==> src/rtl/control_pkg.sv <==
// Shared definitions for the multicycle controller: state encoding (the
// numeric values are visible on StateOut), opcode constants and the codes
// driven onto the ALUOp, PCSource and ALUSrcB buses.
package control_pkg;

    typedef enum logic [3:0] {
        S_FETCH    = 4'd0,
        S_DECODE   = 4'd1,
        S_MEMADR   = 4'd2,
        S_MEMREAD  = 4'd3,
        S_MEMWB    = 4'd4,
        S_MEMWRITE = 4'd5,
        S_EXECUTE  = 4'd6,
        S_ALUWB    = 4'd7,
        S_BRANCH   = 4'd8,
        S_JUMP     = 4'd9,
        S_IMMEX    = 4'd10,
        S_IMMWB    = 4'd11,
        S_EXCEPT   = 4'd12
    } state_e;

    localparam logic [5:0] OP_RTYPE = 6'b000000;
    localparam logic [5:0] OP_LW    = 6'b100011;
    localparam logic [5:0] OP_SW    = 6'b101011;
    localparam logic [5:0] OP_BEQ   = 6'b000100;
    localparam logic [5:0] OP_BNE   = 6'b000101;
    localparam logic [5:0] OP_J     = 6'b000010;
    localparam logic [5:0] OP_ADDI  = 6'b001000;
    localparam logic [5:0] OP_ANDI  = 6'b001100;
    localparam logic [5:0] OP_ORI   = 6'b001101;

    localparam logic [2:0] ALU_ADD   = 3'b000;
    localparam logic [2:0] ALU_SUB   = 3'b001;
    localparam logic [2:0] ALU_FUNCT = 3'b010;
    localparam logic [2:0] ALU_AND   = 3'b011;
    localparam logic [2:0] ALU_OR    = 3'b100;

    localparam logic [1:0] PC_ALU    = 2'b00;
    localparam logic [1:0] PC_ALUOUT = 2'b01;
    localparam logic [1:0] PC_JUMP   = 2'b10;

    localparam logic [1:0] SRCB_REG   = 2'b00;
    localparam logic [1:0] SRCB_FOUR  = 2'b01;
    localparam logic [1:0] SRCB_IMM   = 2'b10;
    localparam logic [1:0] SRCB_IMMSH = 2'b11;

    // States in which the controller waits on the memory handshake.
    function automatic logic is_mem_wait(input state_e s);
        return (s == S_FETCH) || (s == S_MEMREAD) || (s == S_MEMWRITE);
    endfunction

endpackage

==> src/rtl/mem_wait_timer.sv <==
// Counts consecutive cycles spent waiting on memory.
//   clk     : rising-edge clock
//   clear   : zero the count (state entry or reset)
//   inc     : one more waiting cycle this cycle (saturating)
//   expired : this waiting cycle is the TIMEOUT_CYCLES-th in a row;
//             never asserted when TIMEOUT_CYCLES is 0
module mem_wait_timer #(
    parameter int unsigned TIMEOUT_CYCLES = 15
) (
    input  logic clk,
    input  logic clear,
    input  logic inc,
    output logic expired
);

    localparam int unsigned CNT_W = (TIMEOUT_CYCLES > 0) ? $clog2(TIMEOUT_CYCLES + 1) : 1;
    localparam logic [CNT_W-1:0] CNT_MAX  = CNT_W'(TIMEOUT_CYCLES);
    localparam logic [CNT_W-1:0] CNT_LAST = CNT_W'((TIMEOUT_CYCLES > 0) ? TIMEOUT_CYCLES - 1 : 0);

    logic [CNT_W-1:0] cnt_q;
    logic [CNT_W-1:0] cnt_d;

    always_comb begin
        cnt_d = cnt_q;
        if (clear) begin
            cnt_d = '0;
        end else if (inc && (cnt_q != CNT_MAX)) begin
            cnt_d = cnt_q + CNT_W'(1);
        end
    end

    always_ff @(posedge clk) begin
        cnt_q <= cnt_d;
    end

    // cnt_q holds the low cycles already seen, so the current low cycle is
    // number cnt_q+1; expiry is flagged while that cycle is still running so
    // the controller can move to EXCEPT on the following edge.
    assign expired = (TIMEOUT_CYCLES != 0) && inc && (cnt_q == CNT_LAST);

endmodule

==> src/rtl/multicycle_control.sv <==
// Main control FSM for the multicycle datapath.
//   clk, reset          : rising-edge clock, synchronous active-high reset
//   Op                  : opcode field of the instruction register
//   MemReady            : memory completes the current access this cycle
//   PCWriteCond .. RegDst, PCSource, ALUSrcB, ALUOp, BranchNE : datapath controls
//   Exception           : sticky illegal-opcode / memory-timeout flag
//   StateOut            : current state index, zero-extended to STATE_W
// STATE_W must be at least 4.
module multicycle_control
    import control_pkg::*;
#(
    parameter int unsigned STATE_W        = 8,
    parameter int unsigned MEM_HANDSHAKE  = 1,
    parameter int unsigned TIMEOUT_CYCLES = 15
) (
    input  logic               clk,
    input  logic               reset,
    input  logic [5:0]         Op,
    input  logic               MemReady,
    output logic               PCWriteCond,
    output logic               PCWrite,
    output logic               IorD,
    output logic               MemRead,
    output logic               MemWrite,
    output logic               MemtoReg,
    output logic               IRWrite,
    output logic               ALUSrcA,
    output logic               RegWrite,
    output logic               RegDst,
    output logic [1:0]         PCSource,
    output logic [1:0]         ALUSrcB,
    output logic [2:0]         ALUOp,
    output logic               BranchNE,
    output logic               Exception,
    output logic [STATE_W-1:0] StateOut
);

    state_e state_q;
    state_e state_d;
    state_e out_sel;
    logic   mem_rdy;
    logic   tmr_clear;
    logic   tmr_inc;
    logic   tmr_expired;

    assign mem_rdy = (MEM_HANDSHAKE != 0) ? MemReady : 1'b1;

    // Clearing on every state change gives a zero count on entry to each wait
    // state, including MEMWRITE -> FETCH where both ends are wait states.
    assign tmr_clear = reset || (state_d != state_q);
    assign tmr_inc   = is_mem_wait(state_q) && !mem_rdy;

    mem_wait_timer #(
        .TIMEOUT_CYCLES(TIMEOUT_CYCLES)
    ) u_wait_timer (
        .clk    (clk),
        .clear  (tmr_clear),
        .inc    (tmr_inc),
        .expired(tmr_expired)
    );

    always_comb begin
        state_d = state_q;
        case (state_q)
            S_FETCH: begin
                if (mem_rdy)          state_d = S_DECODE;
                else if (tmr_expired) state_d = S_EXCEPT;
            end
            S_DECODE: begin
                case (Op)
                    OP_RTYPE:                  state_d = S_EXECUTE;
                    OP_LW, OP_SW:              state_d = S_MEMADR;
                    OP_BEQ, OP_BNE:            state_d = S_BRANCH;
                    OP_J:                      state_d = S_JUMP;
                    OP_ADDI, OP_ANDI, OP_ORI:  state_d = S_IMMEX;
                    default:                   state_d = S_EXCEPT;
                endcase
            end
            S_MEMADR:   state_d = (Op == OP_LW) ? S_MEMREAD : S_MEMWRITE;
            S_MEMREAD: begin
                if (mem_rdy)          state_d = S_MEMWB;
                else if (tmr_expired) state_d = S_EXCEPT;
            end
            S_MEMWB:    state_d = S_FETCH;
            S_MEMWRITE: begin
                if (mem_rdy)          state_d = S_FETCH;
                else if (tmr_expired) state_d = S_EXCEPT;
            end
            S_EXECUTE:  state_d = S_ALUWB;
            S_ALUWB:    state_d = S_FETCH;
            S_BRANCH:   state_d = S_FETCH;
            S_JUMP:     state_d = S_FETCH;
            S_IMMEX:    state_d = S_IMMWB;
            S_IMMWB:    state_d = S_FETCH;
            S_EXCEPT:   state_d = S_EXCEPT;
            default:    state_d = S_EXCEPT;
        endcase
    end

    always_ff @(posedge clk) begin
        if (reset) begin
            state_q <= S_FETCH;
        end else begin
            state_q <= state_d;
        end
    end

    // While reset is held the FETCH decode is shown regardless of the
    // registered state, with the Mealy IR/PC strobes suppressed.
    always_comb begin
        PCWriteCond = 1'b0;
        PCWrite     = 1'b0;
        IorD        = 1'b0;
        MemRead     = 1'b0;
        MemWrite    = 1'b0;
        MemtoReg    = 1'b0;
        IRWrite     = 1'b0;
        ALUSrcA     = 1'b0;
        RegWrite    = 1'b0;
        RegDst      = 1'b0;
        PCSource    = PC_ALU;
        ALUSrcB     = SRCB_REG;
        ALUOp       = ALU_ADD;
        BranchNE    = 1'b0;
        Exception   = 1'b0;
        out_sel     = reset ? S_FETCH : state_q;
        case (out_sel)
            S_FETCH: begin
                MemRead = 1'b1;
                ALUSrcB = SRCB_FOUR;
                IRWrite = mem_rdy && !reset;
                PCWrite = mem_rdy && !reset;
            end
            S_DECODE: begin
                ALUSrcB = SRCB_IMMSH;
            end
            S_MEMADR: begin
                ALUSrcA = 1'b1;
                ALUSrcB = SRCB_IMM;
            end
            S_MEMREAD: begin
                MemRead = 1'b1;
                IorD    = 1'b1;
            end
            S_MEMWB: begin
                MemtoReg = 1'b1;
                RegWrite = 1'b1;
            end
            S_MEMWRITE: begin
                MemWrite = 1'b1;
                IorD     = 1'b1;
            end
            S_EXECUTE: begin
                ALUSrcA = 1'b1;
                ALUOp   = ALU_FUNCT;
            end
            S_ALUWB: begin
                RegDst   = 1'b1;
                RegWrite = 1'b1;
            end
            S_BRANCH: begin
                ALUSrcA     = 1'b1;
                ALUOp       = ALU_SUB;
                PCWriteCond = 1'b1;
                PCSource    = PC_ALUOUT;
                BranchNE    = (Op == OP_BNE);
            end
            S_JUMP: begin
                PCWrite  = 1'b1;
                PCSource = PC_JUMP;
            end
            S_IMMEX: begin
                ALUSrcA = 1'b1;
                ALUSrcB = SRCB_IMM;
                case (Op)
                    OP_ANDI: ALUOp = ALU_AND;
                    OP_ORI:  ALUOp = ALU_OR;
                    default: ALUOp = ALU_ADD;
                endcase
            end
            S_IMMWB: begin
                RegWrite = 1'b1;
            end
            S_EXCEPT: begin
                Exception = 1'b1;
            end
            default: ;
        endcase
    end

    assign StateOut = STATE_W'(state_q);

endmodule

==> config.mk <==
export PLATFORM = sky130hd
export DESIGN_NAME = multicycle_control
export DESIGN_NICKNAME = d
export VERILOG_FILES = /design/src/rtl/control_pkg.sv /design/src/rtl/mem_wait_timer.sv /design/src/rtl/multicycle_control.sv
export SDC_FILE = /design/constraint.sdc
export NUM_CORES = 1
export LEC_CHECK = 0
export BUFFER_PORTS_ARGS = -buffer_cell sky130_fd_sc_hd__buf_2
export CAP_MARGIN = 20
export CORE_MARGIN = 4
export CORE_UTILIZATION = 54
export DETAILED_ROUTE_END_ITERATION = 8
export PLACE_DENSITY = 0.85
export SYNTH_ARGS = -nofsm -noshare
export SYNTH_HDL_FRONTEND = slang
export SYNTH_SLANG_ARGS = --single-unit
==> constraint.sdc <==
create_clock -name clk -period 3.71 [get_ports clk]
set_clock_uncertainty 0.05 [all_clocks]
set_input_delay 0.742 -clock clk [delete_from_list [all_inputs] [get_ports clk]]
set_output_delay 0.742 -clock clk [all_outputs]
set_load 0.02 [all_outputs]
Word-level counts from Yosys, hierarchy flattened
Cells that the tools add are included.

Bits in registers: 8. Word-level logic and storage cells: 82.

Eq/ne operators: 34. $add $sub $neg: 1. Multiplexer cells: 24. Reductions and logical operators: 21.

Operator list (number): $eq 4x4->1 const B (10); $eq 4x3->1 const B (8); $pmux 4 s8 (1); $mux 4 (5); $pmux 4 s5 (1); $eq 6x4->1 const B (3); $eq 4x2->1 const B (4); $eq 6x3->1 const B (2); $eq 6x6->1 const B (2); $mux 1 (11); $reduce_or 2->1 (5); $pmux 3 s3 (1); $eq 4x1->1 const B (2); $logic_not 4->1 (2); $eq 6x2->1 const B (1); $logic_not 6->1 (1); $pmux 2 s3 (1); $pmux 3 s2 (1); $reduce_or 3->1 (2); $reduce_or 5->1 (1); $add 4x1->4 const B (1); $logic_and 1x1->1 (4); $ne 4x4->1 (1); $ne 4x4->1 const B (1); other kinds (6) (9).

Depth between registers and ports, before layout
Gate-level depths: netlist of run 1.

Depth after elaboration: 10. Depth in mapped cells: 7. Gate-level depth less buffers: 7.

Hierarchy
From an unflattened synthesis of run 1, not the netlist that was laid out.

Cells, all modules: 149. Area total of the unflattened synthesis: 1014.7 um2.

Modules (own cells, without submodules): multicycle_control (times used 1, cells each 126, area an instance 797.0 um2); mem_wait_timer (times used 1, cells each 23, area an instance 217.7 um2).

Worst setup path after synthesis of run 1
OpenSTA, ideal clock, no wires.

Path kind: input to output. Start point: in Op[1]. End point: out BranchNE. Buffers on the path: 0. Arrival time: 1881 ps. Stages: 4. Required time: 2918 ps. Setup slack: 1037 ps. Cell sequence: or2_1 > nor2_1 > nand3_1 > nor4_1.

Longest elaborated chain between the ends: 2.

RTL lines: start, declared (RTL line multicycle_control.sv:18) `input logic [5:0] Op,`; $eq 6x3->1 (RTL line multicycle_control.sv:166) `BranchNE = (Op == OP_BNE);`; $mux 1 (RTL line multicycle_control.sv:127) `case (out_sel)`; end, declared (RTL line multicycle_control.sv:33) `output logic BranchNE,`.

No other way between the ends.

Worst setup path in the final report of run 1
Start point: reg state_q[3]. End point: out BranchNE.

Longest elaborated chain between the ends: 3.

RTL lines: start, declared (RTL line multicycle_control.sv:38) `state_e state_q;`; start signal, assigned (RTL line multicycle_control.sv:104) `state_q <= state_d;`; $mux 4 (RTL line multicycle_control.sv:126) `out_sel = reset ? S_FETCH : state_q;`; $eq 4x4->1 (RTL line multicycle_control.sv:127); $mux 1 (RTL line multicycle_control.sv:127).

No other way between the ends.

==> results of run 1 <==
-- how the worst max path moves through the flow --
| stage | slack, ns | to | cells past startpoint |
|---|---|---|---|
| final | 0.95 | BranchNE | 5 |
| after CTS | 0.96 | BranchNE | 5 |
| after detailed placement | 1.07 | ALUOp[1] | 6 |
| after global routing | 0.72 | BranchNE | 5 |
| after floorplan | 1.04 | BranchNE | 4 |
| after global placement | 1.11 | ALUOp[1] | 6 |
-- worst register-to-register path, delay by kind of cell (launching register included) --
kind            cells  cell delay, ns
compound gates      3            0.88
mux                 1            0.52
flops               1            0.35
fa+ha+maj           1            0.22
simple gates        1            0.10
buf+inv             1            0.08
-- kinds of logic after synthesis --
family	share of synthesized area [%]
muxes	0.947
buffers and inverters	12.0
DFF	15.1
other	0.355
AOI/OAI and AO/OA	29.7
adders and majority gates	2.37
and+or+nand+nor	36.2
xor gates and xnor gates	3.31
-- flip-flops by register name (all words and copies together), names as in the netlist --
signal,flops
state_q,4
u_wait_timer.cnt_q,4
-- metal layers --
| layer | GRT usage, % | share of wire [%] |
|---|---|---|
| met1 | 23.6 | 39 |
| met2 | 39.1 | 49 |
| met3 | 6.27 | 11 |
| met4 | 5.96 | 0.91 |
| met5 | 0 | 0 |
-- stage by stage --
step                cell area, sq um  hold WS (ns)
floorplan                       1070         0.421
global placement                1150         0.439
detailed placement              1150         0.464
CTS                             1170         0.475
global route                    1170         0.516
finish                          1170         0.472
-- where the power goes --
part | total [mW] | switching [mW] | leakage, nW | internal, mW
clock network | 0.0651 | 0.0282 | 0.0138 | 0.0369
registers | 0.106 | 0.0160 | 0.0650 | 0.0904
logic | 0.128 | 0.0808 | 0.385 | 0.0469
total | 0.299 | 0.125 | 0.464 | 0.174
-- Yosys cell counts (all sizes together), types with 2 or more instances --
library cell | number | area share [%]
a211oi | 4 | 2.8
a21oi | 5 | 2.4
a22o | 2 | 1.7
a31oi | 3 | 1.8
buf | 13 | 9.5
clkbuf | 2 | 0.71
dfxtp | 8 | 15
ha | 2 | 2.4
inv | 5 | 1.8
nand2 | 14 | 5.0
nand2b | 2 | 1.2
nand3 | 7 | 3.3
nor2 | 18 | 6.4
nor2b | 5 | 3.0
nor3 | 14 | 6.6
nor3b | 2 | 1.4
nor4 | 2 | 1.2
o2111ai | 2 | 3.3
o21ai | 5 | 2.4
o32ai | 2 | 1.7
o41ai | 3 | 2.5
or2 | 5 | 3.0
or4 | 2 | 1.8
xnor2 | 3 | 2.5
-- cell type report --
type	count	area (sq um)
Multi-Input combinational cell	122	782
Fill cell	155	613
Sequential cell	8	160
Timing Repair Buffer	31	155
Tap cell	25	31.3
Clock buffer	3	22.5
Inverter	5	18.8
==> insert_results.sql, run 1 <==
INSERT INTO impl_metrics (metric_group, metric, value, unit) VALUES
('timing', 'tightestPinTransition', '0.737', 'ns'),
('critical_path', 'worst_r2r_startpoint', 'u_wait_timer.cnt_q[0]', ''),
('finish', 'mostFrequentLayoutCells', '31 x sky130_fd_sc_hd__buf_2, 18 x sky130_fd_sc_hd__nor2_1, 14 x sky130_fd_sc_hd__nand2_1, 14 x sky130_fd_sc_hd__nor3_1, 8 x sky130_fd_sc_hd__dfxtp_1', ''),
('timing', 'final_hold_viol_count', '0', ''),
('timing', 'rsz0062_at_grt', 'no', ''),
('synth', 'seq_area_frac_synth', '15.1', '%'),
('power_and_ir_drop', 'p_per_area', '256', 'nW/um^2'),
('clocking', 'clk_latency_worst_skew_pair', '0.25', 'ns'),
('finish', 'most_common_cell_after_layout_fill_and_taps_aside', 'sky130_fd_sc_hd__buf_2', ''),
('timing', 'minimum_period_implied_by_the_final_worst_setup_slack', '2.76', 'ns'),
('timing', 'timing.final.crit_share', '74.3', '%'),
('timing', 'final_critical_path_setup_slack', '0.955', 'ns'),
('routing', 'ant_nets', '0', ''),
('global_route', 'antenna_found_initial', '0', ''),
('routing', 'drcViolationCount', '0', ''),
('synth', 'synthCells', '147', ''),
('synth', 'synth_cell_types', '46', ''),
('clocking', 'post_cts.repair.setup_buffers', '0', ''),
('min_path', 'min_path_type', 'reg2reg', ''),
('routing', 'wl', '2760', 'um'),
('clocking', 'cts_hold_repair.buffers', '0', ''),
('critical_path', 'worst-path-buf-inv', '2', ''),
('synth', 'synth_seq_cells', '8', ''),
('finish', 'final_nets', '182', ''),
('clocking', 'postCtsResizedCells', '0', ''),
('finish', 'num_antenna_cells', '0', ''),
('finish', 'final-instance-count-excl-fill', '194', ''),
('synth', 'synth_edf_count', '0', ''),
('min_path', 'number_of_cells_traversed_by_the_worst_hold_path', '2', ''),
('run_status', 'status', 'finished clean', ''),
('critical_path', 'timing.critical_path.max_delay_family', 'simple AND/OR/NAND/NOR gates', ''),
('global_route', 'pin_count_of_the_biggest_net_entering_global_routing', '23', ''),
('global_route', 'grt_total_ovfl', '0', ''),
('timing', 'fin_setup_tns', '0', 'ns'),
('routing', 'viasPerCell', '6.14', ''),
('critical_path', 'critical-path-max-stage-delay', '0.60', 'ns'),
('critical_path', 'worstPathRequired', '2.92', 'ns'),
('place', 'pre_cts_slack', '1.07', 'ns'),
('finish', 'synthToLayoutAreaGrowth', '10.7', '%'),
('floorplan', 'die_y', '52.3', 'um'),
('place', 'dp_hpwl', '2170', 'um'),
('job', 'drv.max_cap_violation_count', '0', ''),
('routing', 'vias', '1192', ''),
('critical_path', 'worstPathCellList', 'inv_1, nor2_1, nand2_1, nor4_1, buf_2', ''),
('critical_path', 'r2r_setup_slack', '1.37', 'ns'),
('synth', 'synthesis.area_per_instance', '7.19', 'sq um'),
('critical_path', 'cp_launch_type', 'flop', ''),
('floorplan', 'rows', '15', ''),
('global_route', 'grt_pass1_wl', '4510', 'um'),
('critical_path', 'cp-end-kind', 'primary output', ''),
('finish', 'postLayoutCoreUtil', '65.6', '%'),
('power_and_ir_drop', 'post-layout-total-power', '0.299', 'mW'),
('floorplan', 'floorplan.die.width', '52.3', 'um'),
('routing', 'firstDrtPassIters', '5', ''),
('floorplan', 'start_util', '59.3', '%'),
('clocking', 'tritoncts.num_buffers', '3', ''),
('clocking', 'tritoncts_clock_tree', 'yes', ''),
('critical_path', 'r2r-end', 'u_wait_timer.cnt_q[0]', ''),
('clocking', 'path_clk_slew', '0.05', 'ns'),
('min_path', 'min_delay_worst_endpoint', 'u_wait_timer.cnt_q[1]', ''),
('synth', 'synth-warning-count', '0', ''),
('place', 'routabilityCongestion', '0.839', ''),
('critical_path', 'crit_slowest_cell', 'sky130_fd_sc_hd__dfxtp_1', ''),
('floorplan', 'io_pins', '36', ''),
('timing', 'relSlewSlack', '50.8', '%'),
('critical_path', 'worst-r2r-cell-count', '7', ''),
('place', 'post-place-cells', '191', ''),
('clocking', 'cts-htree-levels', '1', ''),
('routing', 'routedWlPerCell', '14.2', 'um'),
('timing', 'report.final.setup_viol', '0', ''),
('power_and_ir_drop', 'vdd.ir_drop.worst', '0.000162', 'V');
(Power assumes the default switching activity.)
==> run 2, diff against run 1 <==
Settings changed: CORE_UTILIZATION 54 to 50, PLACE_DENSITY 0.85 to 0.8.
Clock period 3.71 ns to 2.6 ns, I/O delays scaled along.
==> insert_results.sql, run 2 (synthesis results as in run 1) <==
INSERT INTO impl_metrics (metric_group, metric, value, unit) VALUES
('run_status', 'status', 'finished clean', ''),
('timing', 'fin_setup_tns', '0', 'ns'),
('clocking', 'cts_root_buf', 'sky130_fd_sc_hd__clkbuf_4', ''),
('critical_path', 'worstPathRequired', '2.03', 'ns'),
('timing', 'final_hold_viol_count', '0', ''),
('timing', 'slew_viol_final', '0', ''),
('routing', 'firstDrtPassIters', '4', ''),
('finish', 'largest_registers', 'state_q x4, u_wait_timer.cnt_q x4', ''),
('place', 'port_buffers', '31', ''),
('routing', 'routedWlPerCell', '14.3', 'um'),
('place', 'postPlaceCellArea', '1180', 'sq um'),
('power_and_ir_drop', 'p_per_area', '369', 'nW/um^2'),
('finish', 'postLayoutCoreUtil', '60.7', '%'),
('finish', 'most_common_cell_after_layout_fill_and_taps_aside', 'sky130_fd_sc_hd__buf_2', ''),
('timing', 'timing.final.crit_share', '93.5', '%'),
('timing', 'fmax', '411', 'MHz'),
('timing', 'fin_worst_hold_slack', '0.465', 'ns'),
('min_path', 'min_path_type', 'reg2reg', ''),
('power_and_ir_drop', 'post-layout-total-power', '0.444', 'mW'),
('critical_path', 'worst-r2r-cell-count', '5', ''),
('finish', 'num_antenna_cells', '0', ''),
('clocking', 'post_cts.repair.setup_buffers', '0', ''),
('critical_path', 'cp_launch_type', 'flop', ''),
('job', 'drv.max_cap_violation_count', '0', ''),
('place', 'pre_cts_slack', '0.387', 'ns'),
('finish', 'synthToLayoutAreaGrowth', '13.8', '%'),
('timing', 'relSlewSlack', '55.5', '%'),
('critical_path', 'worstPathArrival', '1.86', 'ns'),
('routing', 'viasPerCell', '6.02', ''),
('finish', 'final_layout_size_suffix_gt1_share', '28.3', '%'),
('floorplan', 'io_pins', '36', ''),
('floorplan', 'start_util', '53.3', '%'),
('routing', 'drt_iter0_drc', '58', ''),
('clocking', 'clock_tree.buffer_depth', '2', ''),
('timing', 'rsz0062_at_grt', 'no', ''),
('clocking', 'cts-htree-levels', '1', ''),
('timing', 'tightestPinTransition', '0.666', 'ns'),
('timing', 'report.final.setup_viol', '0', ''),
('global_route', 'grt_total_ovfl', '0', ''),
('place', 'post-place-cells', '197', ''),
('finish', 'mostFrequentLayoutCells', '31 x sky130_fd_sc_hd__buf_2, 18 x sky130_fd_sc_hd__nor2_1, 14 x sky130_fd_sc_hd__nand2_1, 14 x sky130_fd_sc_hd__nor3_1', ''),
('critical_path', 'cp-end-kind', 'primary output', ''),
('routing', 'wl', '2860', 'um'),
('critical_path', 'cp_max_fo', '20', ''),
('floorplan', 'design.die.area', '2910', 'sq um'),
('critical_path', 'timing_worst_setup_path_type', 'reg2out', ''),
('floorplan', 'die_y', '54.0', 'um'),
('power_and_ir_drop', 'p_leak', '0.485', 'nW'),
('place', 'dp_hpwl', '2160', 'um'),
('routing', 'drcViolationCount', '0', ''),
('finish', 'num-fill-cells', '201', ''),
('finish', 'layout.cell_area.non_filler', '1200', 'sq um'),
('clocking', 'cts_num_sinks', '8', ''),
('global_route', 'number_of_global_route_vias_before_repair', '1009', ''),
('finish', 'final-instance-count-excl-fill', '200', ''),
('timing', 'minimum_period_implied_by_the_final_worst_setup_slack', '2.43', 'ns'),
('routing', 'ant_nets', '0', ''),
('clocking', 'path_clk_slew', '0.06', 'ns'),
('global_route', 'pin_count_of_the_biggest_net_entering_global_routing', '23', ''),
('clocking', 'clk_latency_worst_skew_pair', '0.26', 'ns'),
('min_path', 'number_of_cells_traversed_by_the_worst_hold_path', '2', ''),
('finish', 'final_nets', '186', ''),
('routing', 'vias', '1204', ''),
('floorplan', 'rows', '16', ''),
('global_route', 'global_route.usage.total', '20.5', '%'),
('clocking', 'tritoncts_clock_tree', 'yes', ''),
('floorplan', 'core_area', '1980', 'sq um'),
('place', 'routabilityCongestion', '0.868', ''),
('power_and_ir_drop', 'vdd.ir_drop.worst', '0.000417', 'V'),
('global_route', 'antenna_found_initial', '0', ''),
('floorplan', 'floorplan.die.width', '54.0', 'um'),
('global_route', 'grt_pass1_wl', '4560', 'um'),
('timing', 'final_critical_path_setup_slack', '0.168', 'ns'),
('clocking', 'tritoncts.num_buffers', '3', ''),
('clocking', 'cts_hold_repair.buffers', '0', '');
-- run 2: cell types whose count changed in the layout (fill, tap and decap cells not counted) --
| cell | before | now |
|---|---|---|
| sky130_fd_sc_hd__buf_4 | 0 | 4 |
| sky130_fd_sc_hd__dfxtp_2 | 0 | 1 |
| sky130_fd_sc_hd__dfxtp_1 | 8 | 7 |
-- run 2: worst max-delay path: stages, from the launching register on --
cell and delay [ns]:
sky130_fd_sc_hd__dfxtp_1 0.75, sky130_fd_sc_hd__nor2b_1 0.43, sky130_fd_sc_hd__nand2_1 0.10, sky130_fd_sc_hd__nor3_1 0.13, sky130_fd_sc_hd__buf_2 0.19
-- run 2: timing repair --
item	4_1_cts	5_1_grt
endpoints found under the setup margin	0	2
gates resized for setup	0	1
endpoints found under the hold margin	0	0
-- run 2: worst paths after layout --
check	start	slack, ns	endpoint
max	state_q[1]	0.17	ALUOp[2]
min	u_wait_timer.cnt_q[1]	0.47	u_wait_timer.cnt_q[1]
max reg2reg	state_q[1]	0.45	u_wait_timer.cnt_q[2]
min reg2reg	u_wait_timer.cnt_q[1]	0.47	u_wait_timer.cnt_q[1]
-- run 2: final cells by class --
type	instances	area [sq um]	share of cell area, %
clock buffers	3	22.5	1.87
inverters	5	18.8	1.56
multi-input cells	122	782	65.0
flip-flops and latches	8	161	13.4
well taps	27	33.8	2.81
repair buffers	35	185	15.4
-- run 2: routing by layer --
layer | vias to the layer above | share of wire [%] | track usage, %
met5 | - | 0 | 0
met4 | 0 | 1.0 | 4.15
li1 | 591 | - | -
met3 | 5 | 8.8 | 3.05
met1 | 537 | 42 | 25.2
met2 | 71 | 48 | 37.5
-- run 2: power by group --
group	internal (mW)	total, mW	switching (mW)	leakage, nW
Combinational	0.0746	0.199	0.124	0.406
Sequential	0.129	0.146	0.0170	0.0654
Clock	0.0531	0.0990	0.0460	0.0138
==> run 3, diff against run 2 <==
Settings changed: ABC_AREA set to 1, CORE_UTILIZATION 50 to 53, PLACE_DENSITY 0.8 to 0.84.
Clock period 2.6 ns to 3 ns, I/O delays scaled along.
==> insert_results.sql, run 3 <==
INSERT INTO impl_metrics (metric_group, metric, value, unit) VALUES
('critical_path', 'cp_max_fo', '8', ''),
('power_and_ir_drop', 'p_leak', '0.642', 'nW'),
('clocking', 'tritoncts.num_buffers', '3', ''),
('floorplan', 'start_util', '57.2', '%'),
('timing', 'final_critical_path_setup_slack', '0.373', 'ns'),
('clocking', 'cts_root_buf', 'sky130_fd_sc_hd__clkbuf_4', ''),
('global_route', 'pin_count_of_the_biggest_net_entering_global_routing', '10', ''),
('critical_path', 'cp_launch_type', 'flop', ''),
('clocking', 'cts-htree-levels', '1', ''),
('finish', 'most_common_cell_after_layout_fill_and_taps_aside', 'sky130_fd_sc_hd__buf_2', ''),
('critical_path', 'worst-path-buf-inv', '5', ''),
('synth', 'synthDominantCellAreaShare', '15.7', '%'),
('timing', 'slew_viol_final', '0', ''),
('floorplan', 'core_area', '1780', 'sq um'),
('routing', 'vias', '1147', ''),
('floorplan', 'floorplan.die.width', '51.9', 'um'),
('routing', 'ant_nets', '0', ''),
('routing', 'drcViolationCount', '0', ''),
('synth', 'synthTopCellsByCount', '29 x sky130_fd_sc_hd__nor2_1, 26 x sky130_fd_sc_hd__inv_1, 25 x sky130_fd_sc_hd__nand2_1', ''),
('critical_path', 'timing.critical_path.mode_cell', 'sky130_fd_sc_hd__inv_1', ''),
('synth', 'dominantRegCellSynth', 'sky130_fd_sc_hd__dfxtp_1', ''),
('job', 'drv.max_cap_violation_count', '0', ''),
('synth', 'synthCells', '167', ''),
('finish', 'synthToLayoutAreaGrowth', '18.3', '%'),
('synth', 'synthesis.area_per_instance', '6.11', 'sq um'),
('finish', 'final_nets', '212', ''),
('clocking', 'postCtsResizedCells', '0', ''),
('critical_path', 'critical-path-max-stage-delay', '0.52', 'ns'),
('place', 'postPlaceCellArea', '1180', 'sq um'),
('clocking', 'tritoncts_clock_tree', 'yes', ''),
('place', 'post-place-cells', '221', ''),
('global_route', 'antenna_found_initial', '0', ''),
('finish', 'multiInputGateArea', '706', 'sq um'),
('synth', 'synth_seq_cells', '8', ''),
('floorplan', 'io_pins', '36', ''),
('synth', 'synthMostInstantiatedCell', 'sky130_fd_sc_hd__nor2_1', ''),
('synth', 'synth_cell_types', '31', ''),
('clocking', 'path_clk_slew', '0.06', 'ns'),
('routing', 'drt_iter0_drc', '29', ''),
('clocking', 'cts_num_sinks', '8', ''),
('critical_path', 'timing_worst_setup_path_type', 'reg2out', ''),
('timing', 'fin_setup_tns', '0', 'ns'),
('finish', 'final_layout_size_suffix_gt1_share', '33.7', '%'),
('critical_path', 'worstPathArrival', '1.98', 'ns'),
('min_path', 'min_path_type', 'in2reg', ''),
('routing', 'wl', '2560', 'um'),
('synth', 'synth_edf_count', '0', ''),
('floorplan', 'die_y', '51.9', 'um'),
('clocking', 'cts_hold_repair.buffers', '0', ''),
('global_route', 'number_of_global_route_vias_before_repair', '1020', ''),
('clocking', 'clock_tree.buffer_depth', '2', ''),
('global_route', 'grt_total_ovfl', '0', ''),
('timing', 'final_hold_viol_count', '0', ''),
('timing', 'minimum_period_implied_by_the_final_worst_setup_slack', '2.63', 'ns'),
('synth', 'syn_area', '1020', 'sq um'),
('place', 'port_buffers', '31', ''),
('finish', 'postLayoutCoreUtil', '67.6', '%'),
('synth', 'netlist_top_cells_area', 'sky130_fd_sc_hd__dfxtp_1 16%, sky130_fd_sc_hd__nor2_1 11%, sky130_fd_sc_hd__inv_1 9.6%', ''),
('floorplan', 'design.die.area', '2690', 'sq um'),
('timing', 'timing.final.crit_share', '87.6', '%'),
('timing', 'fmax', '381', 'MHz'),
('clocking', 'clk_latency_worst_skew_pair', '0.26', 'ns'),
('finish', 'mostFrequentLayoutCells', '31 x sky130_fd_sc_hd__buf_2, 29 x sky130_fd_sc_hd__nor2_1, 26 x sky130_fd_sc_hd__inv_1, 25 x sky130_fd_sc_hd__nand2_1, 12 x sky130_fd_sc_hd__nand3_1', ''),
('run_status', 'status', 'finished clean', ''),
('finish', 'final-instance-count-excl-fill', '224', ''),
('clocking', 'post_cts.repair.setup_buffers', '0', ''),
('finish', 'num_antenna_cells', '0', ''),
('synth', 'synth-warning-count', '0', ''),
('finish', 'layout.cell_area.non_filler', '1210', 'sq um'),
('floorplan', 'rows', '15', ''),
('synth', 'synth_top_area_cell', 'sky130_fd_sc_hd__dfxtp_1', ''),
('global_route', 'global_route.usage.total', '20.0', '%'),
('routing', 'viasPerCell', '5.12', ''),
('critical_path', 'worstPathRequired', '2.35', 'ns'),
('synth', 'synthArstFlopShare', '0', '%'),
('critical_path', 'crit_slowest_cell', 'sky130_fd_sc_hd__dfxtp_1', ''),
('power_and_ir_drop', 'vdd.ir_drop.worst', '0.000229', 'V'),
('place', 'dp_hpwl', '2150', 'um'),
('routing', 'firstDrtPassIters', '4', ''),
('finish', 'area.sequential', '160', 'sq um'),
('finish', 'largest_registers', 'state_q x4, u_wait_timer.cnt_q x4', ''),
('timing', 'rsz0062_at_grt', 'no', ''),
('finish', 'num-fill-cells', '161', ''),
('synth', 'seq_area_frac_synth', '15.7', '%'),
('min_path', 'number_of_cells_traversed_by_the_worst_hold_path', '2', ''),
('routing', 'routedWlPerCell', '11.4', 'um'),
('power_and_ir_drop', 'p_per_area', '390', 'nW/um^2'),
('critical_path', 'cp-end-kind', 'primary output', ''),
('timing', 'report.final.setup_viol', '0', ''),
('critical_path', 'timing.critical_path.depth', '9', ''),
('critical_path', 'timing.critical_path.max_delay_family', 'buffers and inverters', ''),
('critical_path', 'worst-r2r-cell-count', '13', ''),
('critical_path', 'worstPathCellList', 'inv_1, nor2_1, inv_1, nor2_1, inv_1, nor2_1, inv_1, a2111oi_2, buf_2', ''),
('global_route', 'grt_pass1_wl', '4190', 'um'),
('place', 'routabilityCongestion', '0.807', ''),
('place', 'pre_cts_slack', '0.489', 'ns');
-- run 3: cell types whose count changed after synthesis, moves of 9 or more --
| cell | previous run | this run |
|---|---|---|
| sky130_fd_sc_hd__inv_1 | 5 | 26 |
| sky130_fd_sc_hd__nor3_1 | 14 | 1 |
| sky130_fd_sc_hd__nand2_1 | 14 | 25 |
| sky130_fd_sc_hd__inv_2 | 0 | 9 |
| sky130_fd_sc_hd__nor2_1 | 18 | 29 |
-- run 3: final cells by class --
class	count	area share, %
multi-input cells	122	58.5
flip-flops and latches	8	13.3
repair buffers	31	12.9
inverters	35	10.9
well taps	25	2.59
clock buffers	3	1.87
-- run 3: cells by family after synthesis --
family,after synthesis,share of synthesized area (%)
adders and majority gates,2,2.45
AOI/OAI and AO/OA,17,10.6
xor gates and xnor gates,3,2.58
DFF,8,15.7
other,1,0.368
buffers and inverters,40,16.2
and+or+nand+nor,96,52.1
-- run 3: report_power, final --
group	total [mW]	internal [mW]	switching, mW
registers	0.132	0.115	0.0170
logic	0.255	0.0791	0.176
clock network	0.0837	0.0459	0.0378
total	0.471	0.240	0.231
-- run 3: worst paths after layout --
| kind | from | to | slack [ns] |
|---|---|---|---|
| worst max-delay path | state_q[3] | ALUOp[2] | 0.37 |
| worst min-delay path | reset | state_q[0] | 0.57 |
| worst max register to register | state_q[0] | u_wait_timer.cnt_q[0] | 1.14 |
| worst min register to register | u_wait_timer.cnt_q[3] | u_wait_timer.cnt_q[3] | 0.57 |
-- run 3: worst register-to-register path, delay by kind of cell, from the launching register on --
kind	cells	cell delay [ns]
buf+inv	1	0.14
flops	1	0.48
simple gates	12	1.08
-- run 3: through the flow --
stage	power (mW)	hold slack (ns)
floorplan	0.333	0.494
global placement	0.382	0.509
detailed placement	0.389	0.530
CTS	0.472	0.561
global route	0.506	0.582
finish	0.471	0.571
-- run 3: routing by layer --
metal	track usage, %	vias up	part of all wire (%)
li1	-	586	-
met1	24.3	520	43
met2	37.4	41	50
met3	3.72	0	7.3
met4	1.31	0	0
met5	0	-	0
